### src/rtl/alveo_hls4ml_sdiv_seq_30s_14s_16_pkg.sv
// Shared constants, state encoding and helpers for the 30s/14s -> 16s
// sequential signed divider.
package alveo_hls4ml_sdiv_seq_30s_14s_16_pkg;

  localparam int W_DIN0 = 30;
  localparam int W_DIN1 = 14;
  localparam int W_DOUT = 16;
  localparam int ITER   = 30;
  localparam int W_CNT  = 5;

  localparam logic [W_DOUT-1:0] QMAX = 16'h7FFF;
  localparam logic [W_DOUT-1:0] QMIN = 16'h8000;
  localparam logic [W_CNT-1:0]  CNT_LAST = W_CNT'(ITER - 1);

  typedef enum logic [1:0] {
    IDLE = 2'd0,
    CALC = 2'd1,
    FIX  = 2'd2,
    DONE = 2'd3
  } state_e;

  // Magnitudes of the most negative inputs (2^29, 2^13) still fit unsigned.
  function automatic logic [W_DIN0-1:0] mag_din0(input logic [W_DIN0-1:0] v);
    return v[W_DIN0-1] ? -v : v;
  endfunction

  function automatic logic [W_DIN1-1:0] mag_din1(input logic [W_DIN1-1:0] v);
    return v[W_DIN1-1] ? -v : v;
  endfunction

endpackage

### src/rtl/alveo_hls4ml_sdiv_seq_30s_14s_16_if.sv
// Operand/result handshake bundle of the sequential signed divider.
interface alveo_hls4ml_sdiv_seq_30s_14s_16_if;
  import alveo_hls4ml_sdiv_seq_30s_14s_16_pkg::*;

  logic              in_valid;
  logic              in_ready;
  logic [W_DIN0-1:0] din0;
  logic [W_DIN1-1:0] din1;
  logic              out_valid;
  logic              out_ready;
  logic [W_DOUT-1:0] dout;
  logic [W_DIN1-1:0] rem;
  logic              ovf;
  logic              dz;

  modport master (
    output in_valid, din0, din1, out_ready,
    input  in_ready, out_valid, dout, rem, ovf, dz
  );

  modport slave (
    input  in_valid, din0, din1, out_ready,
    output in_ready, out_valid, dout, rem, ovf, dz
  );

endinterface

### src/rtl/alveo_hls4ml_udiv_step.sv
// One combinational restoring-division step on unsigned magnitudes.
module alveo_hls4ml_udiv_step
  import alveo_hls4ml_sdiv_seq_30s_14s_16_pkg::*;
(
  input  logic [W_DIN1-1:0] rem_i,
  input  logic [W_DIN1-1:0] dvs_i,
  input  logic              bit_i,
  output logic [W_DIN1-1:0] rem_o,
  output logic              q_o
);

  logic [W_DIN1:0]   shifted;
  logic [W_DIN1-1:0] diff;

  assign shifted = {rem_i, bit_i};
  assign q_o     = (shifted >= {1'b0, dvs_i});
  // When q_o is set the true difference is below dvs_i, so the low bits suffice.
  assign diff    = shifted[W_DIN1-1:0] - dvs_i;
  assign rem_o   = q_o ? diff : shifted[W_DIN1-1:0];

endmodule

### src/rtl/alveo_hls4ml_sdiv_seq_30s_14s_16.sv
// Fixed-latency iterative signed divider: 30s / 14s -> saturated 16s quotient
// plus 14s remainder whose sign follows the dividend.
module alveo_hls4ml_sdiv_seq_30s_14s_16
  import alveo_hls4ml_sdiv_seq_30s_14s_16_pkg::*;
#(
  parameter int ID         = 1,
  parameter int din0_WIDTH = 30,
  parameter int din1_WIDTH = 14,
  parameter int dout_WIDTH = 16
) (
  input logic clk,
  input logic reset,
  input logic ce,
  alveo_hls4ml_sdiv_seq_30s_14s_16_if.slave io
);

  if (din0_WIDTH != W_DIN0 || din1_WIDTH != W_DIN1 || dout_WIDTH != W_DOUT || ID < 0)
  begin : g_bad_cfg
    $error("alveo_hls4ml_sdiv_seq_30s_14s_16: unsupported width parameters");
  end

  state_e            state_q;
  logic [W_CNT-1:0]  cnt_q;
  logic [W_DIN0-1:0] dvd_q;      // dividend bits shift out, quotient bits shift in
  logic [W_DIN1-1:0] dvs_q;
  logic [W_DIN1-1:0] prem_q;
  logic              quot_neg_q;
  logic              rem_neg_q;
  logic              in_ready_q;
  logic              out_valid_q;
  logic [W_DOUT-1:0] dout_q;
  logic [W_DIN1-1:0] rem_q;
  logic              ovf_q;
  logic              dz_q;

  logic [W_DIN1-1:0] prem_d;
  logic              qbit_d;
  logic [W_DOUT-1:0] dout_d;
  logic [W_DIN1-1:0] rem_d;
  logic              ovf_d;
  logic              dz_d;

  alveo_hls4ml_udiv_step u_step (
    .rem_i (prem_q),
    .dvs_i (dvs_q),
    .bit_i (dvd_q[W_DIN0-1]),
    .rem_o (prem_d),
    .q_o   (qbit_d)
  );

  // Sign application and saturation, consumed only in FIX.
  always_comb begin
    // NOTE: every output gets a default first so no path leaves it unassigned (no latch).
    dout_d = '0;
    rem_d  = '0;
    ovf_d  = 1'b0;
    dz_d   = 1'b0;
    if (dvs_q == '0) begin
      dz_d   = 1'b1;
      dout_d = rem_neg_q ? QMIN : QMAX;
    end else begin
      rem_d = rem_neg_q ? -prem_q : prem_q;
      if (!quot_neg_q && dvd_q > W_DIN0'(32767)) begin
        dout_d = QMAX;
        ovf_d  = 1'b1;
      end else if (quot_neg_q && dvd_q > W_DIN0'(32768)) begin
        dout_d = QMIN;
        ovf_d  = 1'b1;
      end else begin
        dout_d = quot_neg_q ? -dvd_q[W_DOUT-1:0] : dvd_q[W_DOUT-1:0];
      end
    end
  end

  // NOTE: non-blocking assignments so every register samples pre-edge values.
  always_ff @(posedge clk) begin
    if (reset) begin
      state_q     <= IDLE;
      cnt_q       <= '0;
      dvd_q       <= '0;
      dvs_q       <= '0;
      prem_q      <= '0;
      quot_neg_q  <= 1'b0;
      rem_neg_q   <= 1'b0;
      in_ready_q  <= 1'b1;
      out_valid_q <= 1'b0;
      dout_q      <= '0;
      rem_q       <= '0;
      ovf_q       <= 1'b0;
      dz_q        <= 1'b0;
    end else if (ce) begin
      unique case (state_q)
        IDLE: begin
          if (io.in_valid) begin
            quot_neg_q <= io.din0[W_DIN0-1] ^ io.din1[W_DIN1-1];
            rem_neg_q  <= io.din0[W_DIN0-1];
            dvd_q      <= mag_din0(io.din0);
            dvs_q      <= mag_din1(io.din1);
            prem_q     <= '0;
            cnt_q      <= CNT_LAST;
            in_ready_q <= 1'b0;
            state_q    <= CALC;
          end
        end
        CALC: begin
          prem_q <= prem_d;
          dvd_q  <= {dvd_q[W_DIN0-2:0], qbit_d};
          if (cnt_q == '0) state_q <= FIX;
          else             cnt_q   <= cnt_q - 1'b1;
        end
        FIX: begin
          dout_q      <= dout_d;
          rem_q       <= rem_d;
          ovf_q       <= ovf_d;
          dz_q        <= dz_d;
          out_valid_q <= 1'b1;
          state_q     <= DONE;
        end
        DONE: begin
          if (io.out_ready) begin
            out_valid_q <= 1'b0;
            in_ready_q  <= 1'b1;
            state_q     <= IDLE;
          end
        end
        default: state_q <= IDLE;
      endcase
    end
  end

  assign io.in_ready  = in_ready_q;
  assign io.out_valid = out_valid_q;
  assign io.dout      = dout_q;
  assign io.rem       = rem_q;
  assign io.ovf       = ovf_q;
  assign io.dz        = dz_q;

endmodule
### src/flat_wrapper.sv
// flat-port wrapper written by rule: the top's interface ports become plain ports
module alveo_hls4ml_sdiv_seq_30s_14s_16_flat import alveo_hls4ml_sdiv_seq_30s_14s_16_pkg::*;
#(
  parameter int ID         = 1,
  parameter int din0_WIDTH = 30,
  parameter int din1_WIDTH = 14,
  parameter int dout_WIDTH = 16
)
  (clk, reset, ce, io_in_valid, io_din0, io_din1, io_out_ready, io_in_ready, io_out_valid, io_dout, io_rem, io_ovf, io_dz);
  alveo_hls4ml_sdiv_seq_30s_14s_16_if io_i ();
  input logic clk;
  input logic reset;
  input logic ce;
  input wire logic [$bits(io_i.in_valid)-1:0] io_in_valid;
  input wire logic [$bits(io_i.din0)-1:0] io_din0;
  input wire logic [$bits(io_i.din1)-1:0] io_din1;
  input wire logic [$bits(io_i.out_ready)-1:0] io_out_ready;
  output wire logic [$bits(io_i.in_ready)-1:0] io_in_ready;
  output wire logic [$bits(io_i.out_valid)-1:0] io_out_valid;
  output wire logic [$bits(io_i.dout)-1:0] io_dout;
  output wire logic [$bits(io_i.rem)-1:0] io_rem;
  output wire logic [$bits(io_i.ovf)-1:0] io_ovf;
  output wire logic [$bits(io_i.dz)-1:0] io_dz;
  assign io_i.in_valid = io_in_valid;
  assign io_i.din0 = io_din0;
  assign io_i.din1 = io_din1;
  assign io_i.out_ready = io_out_ready;
  assign io_in_ready = io_i.in_ready;
  assign io_out_valid = io_i.out_valid;
  assign io_dout = io_i.dout;
  assign io_rem = io_i.rem;
  assign io_ovf = io_i.ovf;
  assign io_dz = io_i.dz;
  alveo_hls4ml_sdiv_seq_30s_14s_16 #(.ID(ID), .din0_WIDTH(din0_WIDTH), .din1_WIDTH(din1_WIDTH), .dout_WIDTH(dout_WIDTH)) u_core (.clk(clk), .reset(reset), .ce(ce), .io(io_i));
endmodule
### config.mk
export PLATFORM = sky130hd
export DESIGN_NAME = alveo_hls4ml_sdiv_seq_30s_14s_16_flat
export DESIGN_NICKNAME = d
export VERILOG_FILES = /design/src/rtl/alveo_hls4ml_sdiv_seq_30s_14s_16_pkg.sv /design/src/rtl/alveo_hls4ml_sdiv_seq_30s_14s_16_if.sv /design/src/rtl/alveo_hls4ml_udiv_step.sv /design/src/rtl/alveo_hls4ml_sdiv_seq_30s_14s_16.sv /design/src/flat_wrapper.sv
export SDC_FILE = /design/constraint.sdc
export NUM_CORES = 1
export LEC_CHECK = 0
export BUFFER_PORTS_ARGS = -buffer_cell sky130_fd_sc_hd__buf_2
export CAP_MARGIN = 10
export CORE_MARGIN = 3
export CORE_UTILIZATION = 42
export CTS_CLUSTER_SIZE = 10
export DETAILED_ROUTE_END_ITERATION = 12
export MAX_ROUTING_LAYER = met4
export PLACE_DENSITY_LB_ADDON = 0.15
export SLEW_MARGIN = 0
export SYNTH_ARGS = -nofsm -noshare
export SYNTH_HDL_FRONTEND = slang
export SYNTH_SLANG_ARGS = --single-unit
### constraint.sdc
create_clock -name clk -period 2.8 [get_ports clk]
set_input_delay 0 -clock clk [delete_from_list [all_inputs] [get_ports clk]]
set_output_delay 0 -clock clk [all_outputs]
set_load 0.05 [all_outputs]
==> summary.txt <==
Drt
  • Drt drc: 0
  • Routed wire length: 17930 µm
  • DR vias: 6255
  • Routed vias/inst: 5.723
  • Avg WL per Cell: 16.40 µm
  • TritonRoute pass-1 iters: 5
  • Initial DRC Count: 348
  • Final ANT Viol Nets: 0

GRT
  • Largest net degree at the start of global routing: 64
  • Initial antenna violation count: 0
  • Global-route wire length before repair: 29070 µm
  • Vias in the first global route: 5807
  • Global route total overflow: 0
  • GRT Util Overall: 0.2178

Clock tree
  • CTS root buf: clkbuf_16
  • Clk slew on worst S/H paths: 0.08 ns
  • PostCTS Resize Cnt: 0
  • Post-CTS setup buffers: 0
  • Cts hold-fix bufs: 5
  • H-tree Lvls: 3
  • Num CTS Buffers: 9
  • Clk sinks: 101
  • Worst skew pair latency: 0.36 ns
  • Clk buf depth: 2
  • CTS tree: yes

Worst setup path
  • Kind of critical path: flip-flop to flip-flop
  • Worst path required time: 3.05 ns
  • Worst setup SP type: flip-flop
  • Crit-path max FO: 11
  • Crit. End Element: flip-flop
  • Crit path DAT: 2.74 ns

Logic synthesis
  • Post-synth EDFFs: 0
  • Cell variety after synth: 63
  • Syn Nets: 912
  • Sequential share of the synthesized area: 0.3110
  • Dominant synthesized flop cell: dfxtp_1
  • Synth Register Bits: 101
  • Mapped cell area: 6501 µm²
  • Top cell type's share of synthesized area: 0.3110
  • Async SR Flop Fraction: 0
  • Mapped Cells: 838
  • Leading area contributor after synthesis: dfxtp_1
  • Avg Synthesized Cell Area: 7.758 µm²
  • Yosys warning total: 0
  • Ranking of synthesized cells by area: dfxtp_1, nor2_1, xnor2_1

STA
  • Pins Over Slew Limit: 0
  • Period minus WS final: 2.496 ns
  • Final setup vio count: 0
  • Final setup skew: 0.009766 ns
  • Final hold viol count: 0
  • Final TNS setup: 0 ns
  • Final period utilization: 0.8915
  • RSZ-0062 raised after global routing: false
  • Rel. slew slack: 0.4702
  • F_max: 0.4006 GHz
  • Slew @ Worst Pin: 0.7947 ns

Die
  • FP Rows: 44
  • Core Area: 14810 µm²
  • I/O pins: 83
  • Initial Util: 0.4390
  • Die width: 130.4 µm
  • Full die area: 17010 µm²
  • Die height: 130.4 µm

Layout
  • Post-layout nets: 978
  • Commonest cells after routing, fill and taps aside: nor2_1, dfxtp_1, nand2_1
  • Ant diodes: 0
  • Area grow syn2layout: 15.30%
  • Finished Core Util: 0.5062
  • Fillers: 1441
  • Layout cells sized above 1: 0.1606
  • Most common cell after layout, fill and taps aside: nor2_1

Place
  • Routability cong.: 0.8983
  • Post-DP HPWL: 13550 µm
  • PortBufs: 82

Pwr
  • Max IR drop VDD: 0.4105 mV
  • PD cells: 569.1 nW/µm²
  • Leakage: 2.880 nW
  • Total Power: 0.004266 W

Run
  • Max-Cap Viols: 0

Hold path
  • Hold Crit Class: input port to flip-flop

Run status
  • Status: complete, no violations
## where the power goes
group | leakage [nW] | switching [W] | internal, W | total [W]
Combinational | 1.90 | 0.000763 | 0.000480 | 0.00124
Clock | 0.163 | 0.000590 | 0.000822 | 0.00141
Sequential | 0.820 | 0.0000923 | 0.00152 | 0.00161
Total | 2.88 | 0.00145 | 0.00282 | 0.00427
## synth_stat cells (6+ instances only)
| cell | number |
|---|---|
| o41ai_1 | 8 |
| o31ai_1 | 20 |
| nand2_1 | 93 |
| nor2b_1 | 8 |
| nand3_1 | 20 |
| a221oi_1 | 25 |
| a22oi_1 | 9 |
| xor2_1 | 25 |
| nor3_1 | 12 |
| clkbuf_1 | 49 |
| nand3b_1 | 6 |
| xnor2_1 | 45 |
| a21oi_1 | 45 |
| o311ai_0 | 7 |
| nor2_1 | 122 |
| or3_1 | 7 |
| nand4_1 | 6 |
| o22ai_1 | 12 |
| inv_1 | 33 |
| dfxtp_1 | 101 |
| o21ai_0 | 36 |
| nor4_1 | 16 |
| nand2b_1 | 12 |
| a211oi_1 | 15 |
| ha_1 | 24 |
## flip-flops by register name (all words and copies together) (netlist names), 2 cells and up
signal          cells
u_core.cnt_q        5
u_core.dvs_q       14
u_core.prem_q      14
u_core.io.rem      14
u_core.dvd_q       30
u_core.state_q      2
u_core.io.dout     16
## metrics by stage
step	hold slack, ns	setup slack (ns)	cell area [µm²]	cells
finish	0.008494	0.3037	7496	1093
global route	0.03686	0.09996	7496	1093
CTS	0.0007360	0.3050	7496	1093
detailed placement	0.2833	0.3273	7114	1072
global placement	0.2805	0.3400	7114	1072
floorplan	0.1360	0.4208	6501	838
## critical path: stages (launching register included)
cell and delay [ns]:
dfxtp_1 0.45, ha_1 0.33, a21o_1 0.23, or3_1 0.33
o22a_1 0.21, a211oi_2 0.28, buf_4 0.23, nand2b_1 0.07
a32o_1 0.25
## final cells by class
| cell class | instances | area (µm²) | area share |
|---|---|---|---|
| multi-input cells | 650 | 4150 | 0.5537 |
| flip-flops and latches | 101 | 2022 | 0.2697 |
| well taps | 184 | 230.2 | 0.03071 |
| clock inverters | 5 | 88.84 | 0.01185 |
| inverters | 33 | 123.9 | 0.01652 |
| repair buffers | 109 | 638.1 | 0.08513 |
| clock buffers | 11 | 242.7 | 0.03238 |
## cell families (layout without fill, tap and decap cells)
group                      after synthesis  in the layout  share of synthesized area
AOI/OAI and AO/OA                      218            218                     0.2465
xor gates and xnor gates                70             70                    0.09430
adders and majority gates               25             25                    0.04927
buffers and inverters                   87            158                    0.05139
DFF                                    101            101                     0.3110
muxes                                    5              5                   0.007891
and+or+nand+nor                        332            332                     0.2396
## final timing paths
path,start,cells after the start,slack (ns),to
setup reg to reg,u_core.prem_q[3]$_SDFFE_PP0P_,8,0.30,u_core.prem_q[11]$_SDFFE_PP0P_
hold / removal,io_din0[0],3,0.008,u_core.dvd_q[0]$_SDFFE_PP0P_
hold reg to reg,u_core.io.rem[9]$_SDFFE_PP0P_,2,0.46,u_core.io.rem[9]$_SDFFE_PP0P_
setup / recovery,u_core.prem_q[3]$_SDFFE_PP0P_,8,0.30,u_core.prem_q[11]$_SDFFE_PP0P_
## layer usage
| metal | global-route usage | vias up | routed length (µm) | part of all wire |
|---|---|---|---|---|
| met5 | - | - | 0 | 0 |
| met1 | 0.3072 | 2961 | 9049 | 0.50 |
| met4 | 0.06352 | 0 | 248 | 0.014 |
| met2 | 0.3313 | 119 | 8042 | 0.45 |
| li1 | - | 3156 | - | - |
| met3 | 0.02358 | 19 | 586 | 0.033 |
Note: power is estimated with default switching activity, not from simulation.
